## config.mk

```make
export PLATFORM = sky130hd
export DESIGN_NAME = sensor_input_conditioner
export DESIGN_NICKNAME = d
export VERILOG_FILES = /design/src/rtl/sensor_input_conditioner.sv
export SDC_FILE = /design/constraint.sdc
export NUM_CORES = 1
export LEC_CHECK = 0
export ABC_AREA = 1
export BUFFER_PORTS_ARGS = -buffer_cell sky130_fd_sc_hd__buf_2
export CAP_MARGIN = 20
export CORE_MARGIN = 5
export CORE_UTILIZATION = 45
export DETAILED_ROUTE_END_ITERATION = 8
export SETUP_SLACK_MARGIN = 0.4
export SYNTH_ARGS = -nofsm -noshare
export SYNTH_HDL_FRONTEND = slang
export SYNTH_SLANG_ARGS = --single-unit
```

## constraint.sdc

```tcl
create_clock -name clk -period 3.6 [get_ports clk]
set_clock_uncertainty 0.1 [all_clocks]
set_input_delay 0.72 -clock clk [delete_from_list [all_inputs] [get_ports clk]]
set_output_delay 0.72 -clock clk [all_outputs]
set_load 0.03 [all_outputs]
```

## src/rtl/sensor_input_conditioner.sv

```systemverilog
// Sensor front end: two-flop sync, per-channel debounce,
// and a sticky fault latch for impossible tank-level combinations.
module sensor_input_conditioner #(
    parameter int DEBOUNCE_TICKS = 4,
    parameter int FAULT_TICKS    = 8
) (
    input  logic       clk,
    input  logic       rst_n,
    input  logic       sample_tick_i,
    input  logic [5:0] raw_i,
    input  logic       clear_i,
    output logic [5:0] stable_o,
    output logic       changed_o,
    output logic       suspect_o,
    output logic       fault_o
);

    localparam int CW = (DEBOUNCE_TICKS > 1) ? $clog2(DEBOUNCE_TICKS) : 1;
    localparam int FW = (FAULT_TICKS > 1) ? $clog2(FAULT_TICKS) : 1;
    localparam logic [CW-1:0] CNT_LAST = CW'(DEBOUNCE_TICKS - 1);
    localparam logic [FW-1:0] FCNT_LAST = FW'(FAULT_TICKS - 1);

    typedef enum logic [1:0] {
        ST_OK,
        ST_SUSPECT,
        ST_FAULT
    } state_t;

    logic [5:0]    s1_q;
    logic [5:0]    s2_q;
    logic [5:0]    stable_q;
    logic [5:0]    stable_d;
    logic [CW-1:0] cnt_q [6];
    logic [CW-1:0] cnt_d [6];
    logic          changed_q;
    logic          any_flip;

    state_t        state_q;
    state_t        state_d;
    logic [FW-1:0] fcnt_q;
    logic [FW-1:0] fcnt_d;
    logic          invalid;

    always_ff @(posedge clk or negedge rst_n) begin
        if (!rst_n) begin
            s1_q <= '0;
            s2_q <= '0;
        end else begin
            s1_q <= raw_i;
            s2_q <= s1_q;
        end
    end

    always_comb begin
        stable_d = stable_q;
        any_flip = 1'b0;
        for (int i = 0; i < 6; i++) begin
            cnt_d[i] = cnt_q[i];
            if (sample_tick_i) begin
                if (s2_q[i] != stable_q[i]) begin
                    if (cnt_q[i] == CNT_LAST) begin
                        stable_d[i] = s2_q[i];
                        cnt_d[i]    = '0;
                        any_flip    = 1'b1;
                    end else begin
                        cnt_d[i] = cnt_q[i] + CW'(1);
                    end
                end else begin
                    cnt_d[i] = '0;
                end
            end
        end
    end

    always_ff @(posedge clk or negedge rst_n) begin
        if (!rst_n) begin
            stable_q  <= '0;
            changed_q <= 1'b0;
            for (int i = 0; i < 6; i++) begin
                cnt_q[i] <= '0;
            end
        end else begin
            stable_q  <= stable_d;
            changed_q <= any_flip;
            for (int i = 0; i < 6; i++) begin
                cnt_q[i] <= cnt_d[i];
            end
        end
    end

    // Uses the registered levels, so a flip and a clear on the same edge
    // still see the pre-flip combination.
    assign invalid = (stable_q[0] & ~stable_q[1])
                   | (stable_q[1] & ~stable_q[2]);

    always_comb begin
        state_d = state_q;
        fcnt_d  = fcnt_q;
        unique case (state_q)
            ST_OK: begin
                if (sample_tick_i && invalid) begin
                    state_d = ST_SUSPECT;
                    fcnt_d  = FW'(1);
                end
            end
            ST_SUSPECT: begin
                if (sample_tick_i) begin
                    if (!invalid) begin
                        state_d = ST_OK;
                        fcnt_d  = '0;
                    end else if (fcnt_q == FCNT_LAST) begin
                        state_d = ST_FAULT;
                    end else begin
                        fcnt_d = fcnt_q + FW'(1);
                    end
                end
            end
            ST_FAULT: begin
                if (clear_i && !invalid) begin
                    state_d = ST_OK;
                    fcnt_d  = '0;
                end
            end
            default: begin
                state_d = ST_OK;
                fcnt_d  = '0;
            end
        endcase
    end

    always_ff @(posedge clk or negedge rst_n) begin
        if (!rst_n) begin
            state_q <= ST_OK;
            fcnt_q  <= '0;
        end else begin
            state_q <= state_d;
            fcnt_q  <= fcnt_d;
        end
    end

    assign stable_o  = stable_q;
    assign changed_o = changed_q;
    assign suspect_o = (state_q == ST_SUSPECT);
    assign fault_o   = (state_q == ST_FAULT);

endmodule

```

==> reports/results.ini <==
[run_status]
status = finished, final reports clean

[timing]
slew_viol_final = 0
finalSetupViolCount = 0
fmax_mhz = 500
slew_headroom_pct = 48.8
finalSetupTns_ns = 0
rsz0062_at_grt = no
finalCritPeriodShare_pct = 55.6
hold_ws_ns = 0.247
hold_violations = 0
fin_crit_ns = 2.00
tightest_slew_ns = 0.768

[pwr]
power_frac_comb_pct = 38.3
power.switching_mw = 0.601
p_int_mw = 0.880
power_leakage_nw = 1.01
power_frac_seq_pct = 42.3
max-vdd-ir-drop_mv = 0.290
power.share.switching_pct = 40.6
pwr-share-clk_pct = 19.4
p_per_area_nw_per_um2 = 795

[routing]
wl_per_cell_microns = 11.5
ant_nets = 0
wl_met2_mm = 1.38
drt_drc_violations_left = 0
drt-vias-per-instance = 4.77
wirelength_mm = 2.89
first_iter_violations = 82
drtPass1Iterations = 6
vias = 1198
highest_layer = met4
met1_length_mm = 1.26
wl_met3_microns = 180

[critical_path]
critPathKind = flop to output port
crit_arrival_ns = 1.18
crit-reg2reg-launch = fcnt_q[0]
cp-startpoint = state_q[1]
crit_path_end_kind = output port
cp_max_fo = 4
startpoint_type = flop
worstPathRequired_ns = 2.78

[floorplanning]
start_util_pct = 45.6
fp.dieH_microns = 70.4
io_pins = 19
core-area_sq_um = 3610
dieArea_sq_um = 4960
rows = 22
die_w_microns = 70.4

[cts]
clockBufferDepth = 2
h-tree-depth = 2
cts_setup_buffers = 0
clk_pin_slew_ns = 0.07
root_buffer = clkbuf_8
clk_latency_ns = 0.29
cts_resized = 0
hold_buffers = 0
clock_sinks = 36
cts_buffers = 5
cts_tree = yes

[grt]
grt.total_usage_pct = 13.8
grt-ovfl-total = 0
grt_pass1_vias = 1216
grt_max_degree = 37
antenna_found_initial = 0
grt_pass1_wl_mm = 5.33

[layout]
final_layout_size_suffix_gt1_share_pct = 18.7
nNetsFinal = 220
area_growth_pct = 13.5
antennaDiodeCount = 0

[place]
dp_hpwl_mm = 2.18
gp_congestion = 0.736
port-buffer-count = 18

[synthesis]
yosys-top-cells-area = dfrtp_1, nand2_1, ha_1
netlist_area_sq_um = 1640
syn_avg_cell_area_sq_um = 9.18
synth_top_area_share_pct = 54.8
yosysWarnings = 0
ys_seq_area_share_pct = 54.8
postSynthCellCount = 179
ys.flop_type = dfrtp_1
synth_async_sr_flop_share_pct = 100
ys_seq_elements = 36
synth_edf_count = 0
synth.distinct_cells = 22
synth.largest_area_cell = dfrtp_1
syn-num-nets = 197

[hold_path]
hp-class = flop to flop
hold_start = s1_q[0]

[job]
maxCapViolCount = 0

[power by group through the flow]
stage	sequential, mW	clock [mW]	combinational, mW
finish	0.626	0.288	0.567
global placement	0.625	0	0.550
CTS	0.626	0.301	0.576
global route	0.644	0.317	0.659
detailed placement	0.632	0	0.576
floorplan	0.681	0	0.373
[final timing paths]
kind / to / slack, ns / depth (start not counted)
worst max-delay path: fault_o / 1.60 / 3
min in group asynchronous: fcnt_q[1] / 0.40 / 1
worst min register to register: s2_q[0] / 0.25 / 0
worst min-delay path: s2_q[0] / 0.25 / 0
worst max register to register: fcnt_q[2] / 2.14 / 8
max in group asynchronous: s1_q[3] / 2.50 / 1
[layout by cell type, fill, tap and decap left out, drive strengths merged]
master  count
a21oi       1
a22o        3
and2        1
buf        18
clkbuf      8
dfrtp      36
ha          8
inv        24
nand2      60
nand3      16
nand4       1
nor2       12
nor3        1
o21ai       8
o21bai      1
o31ai       4
xor2        1
[sequential cells by signal, indices dropped and copies added (netlist names)]
name	flops
changed_o	1
cnt_q	12
fcnt_q	3
s1_q	6
s2_q	6
stable_o	6
state_q	2
[area by class of cell]
| type | count | area [sq um] |
|---|---|---|
| Multi-Input combinational cell | 117 | 633 |
| Sequential cell | 36 | 901 |
| Inverter | 24 | 90.1 |
| Timing Repair Buffer | 18 | 90.1 |
| Tap cell | 48 | 60.1 |
| Fill cell | 335 | 1740 |
| Clock buffer | 8 | 90.1 |
[metrics by stage]
| step | utilization, % | cells | setup WS [ns] | power [mW] | instance area [sq um] |
|---|---|---|---|---|---|
| floorplan | - | 179 | 2.07 | 1.05 | 1640 |
| global placement | 49.2 | 243 | 1.74 | 1.18 | 1770 |
| detailed placement | 49.2 | 243 | 1.67 | 1.21 | 1770 |
| CTS | 51.7 | 251 | 1.58 | 1.50 | 1860 |
| global route | 51.7 | 251 | 1.55 | 1.62 | 1860 |
| finish | 51.7 | 251 | 1.60 | 1.48 | 1860 |
[critical path: stages, from the launching register on]
cell	delay [ns]
dfrtp_1	0.43
inv_1	0.09
nor2_4	0.14
buf_2	0.22
[layer usage]
metal,global-route usage [%],vias to the layer above
li1,-,614
met1,15.6,549
met2,22.5,27
met3,5.18,8
met4,7.23,0
met5,0,-
[cells in the mapped netlist, types with 2 or more instances]
| cell type | number |
|---|---|
| o21ai_0 | 8 |
| nand2_1 | 57 |
| ha_1 | 8 |
| inv_2 | 5 |
| o31ai_1 | 4 |
| dfrtp_1 | 36 |
| nand3_1 | 15 |
| nor2_4 | 2 |
| inv_1 | 19 |
| nand2_2 | 3 |
| a22o_1 | 3 |
| nor2_1 | 9 |
[kinds of logic (layout without fill, tap and decap cells)]
group | Yosys count | in the layout | synth area share (%)
flip-flops | 36 | 36 | 54.8
buffers and inverters | 26 | 50 | 6.63
AND/OR/NAND/NOR | 91 | 91 | 24.6
AO/OA/AOI/OAI | 17 | 17 | 7.31
adder cells (fa/ha/maj) | 8 | 8 | 6.09
XOR/XNOR | 1 | 1 | 0.533
(Power assumes the default switching activity.)
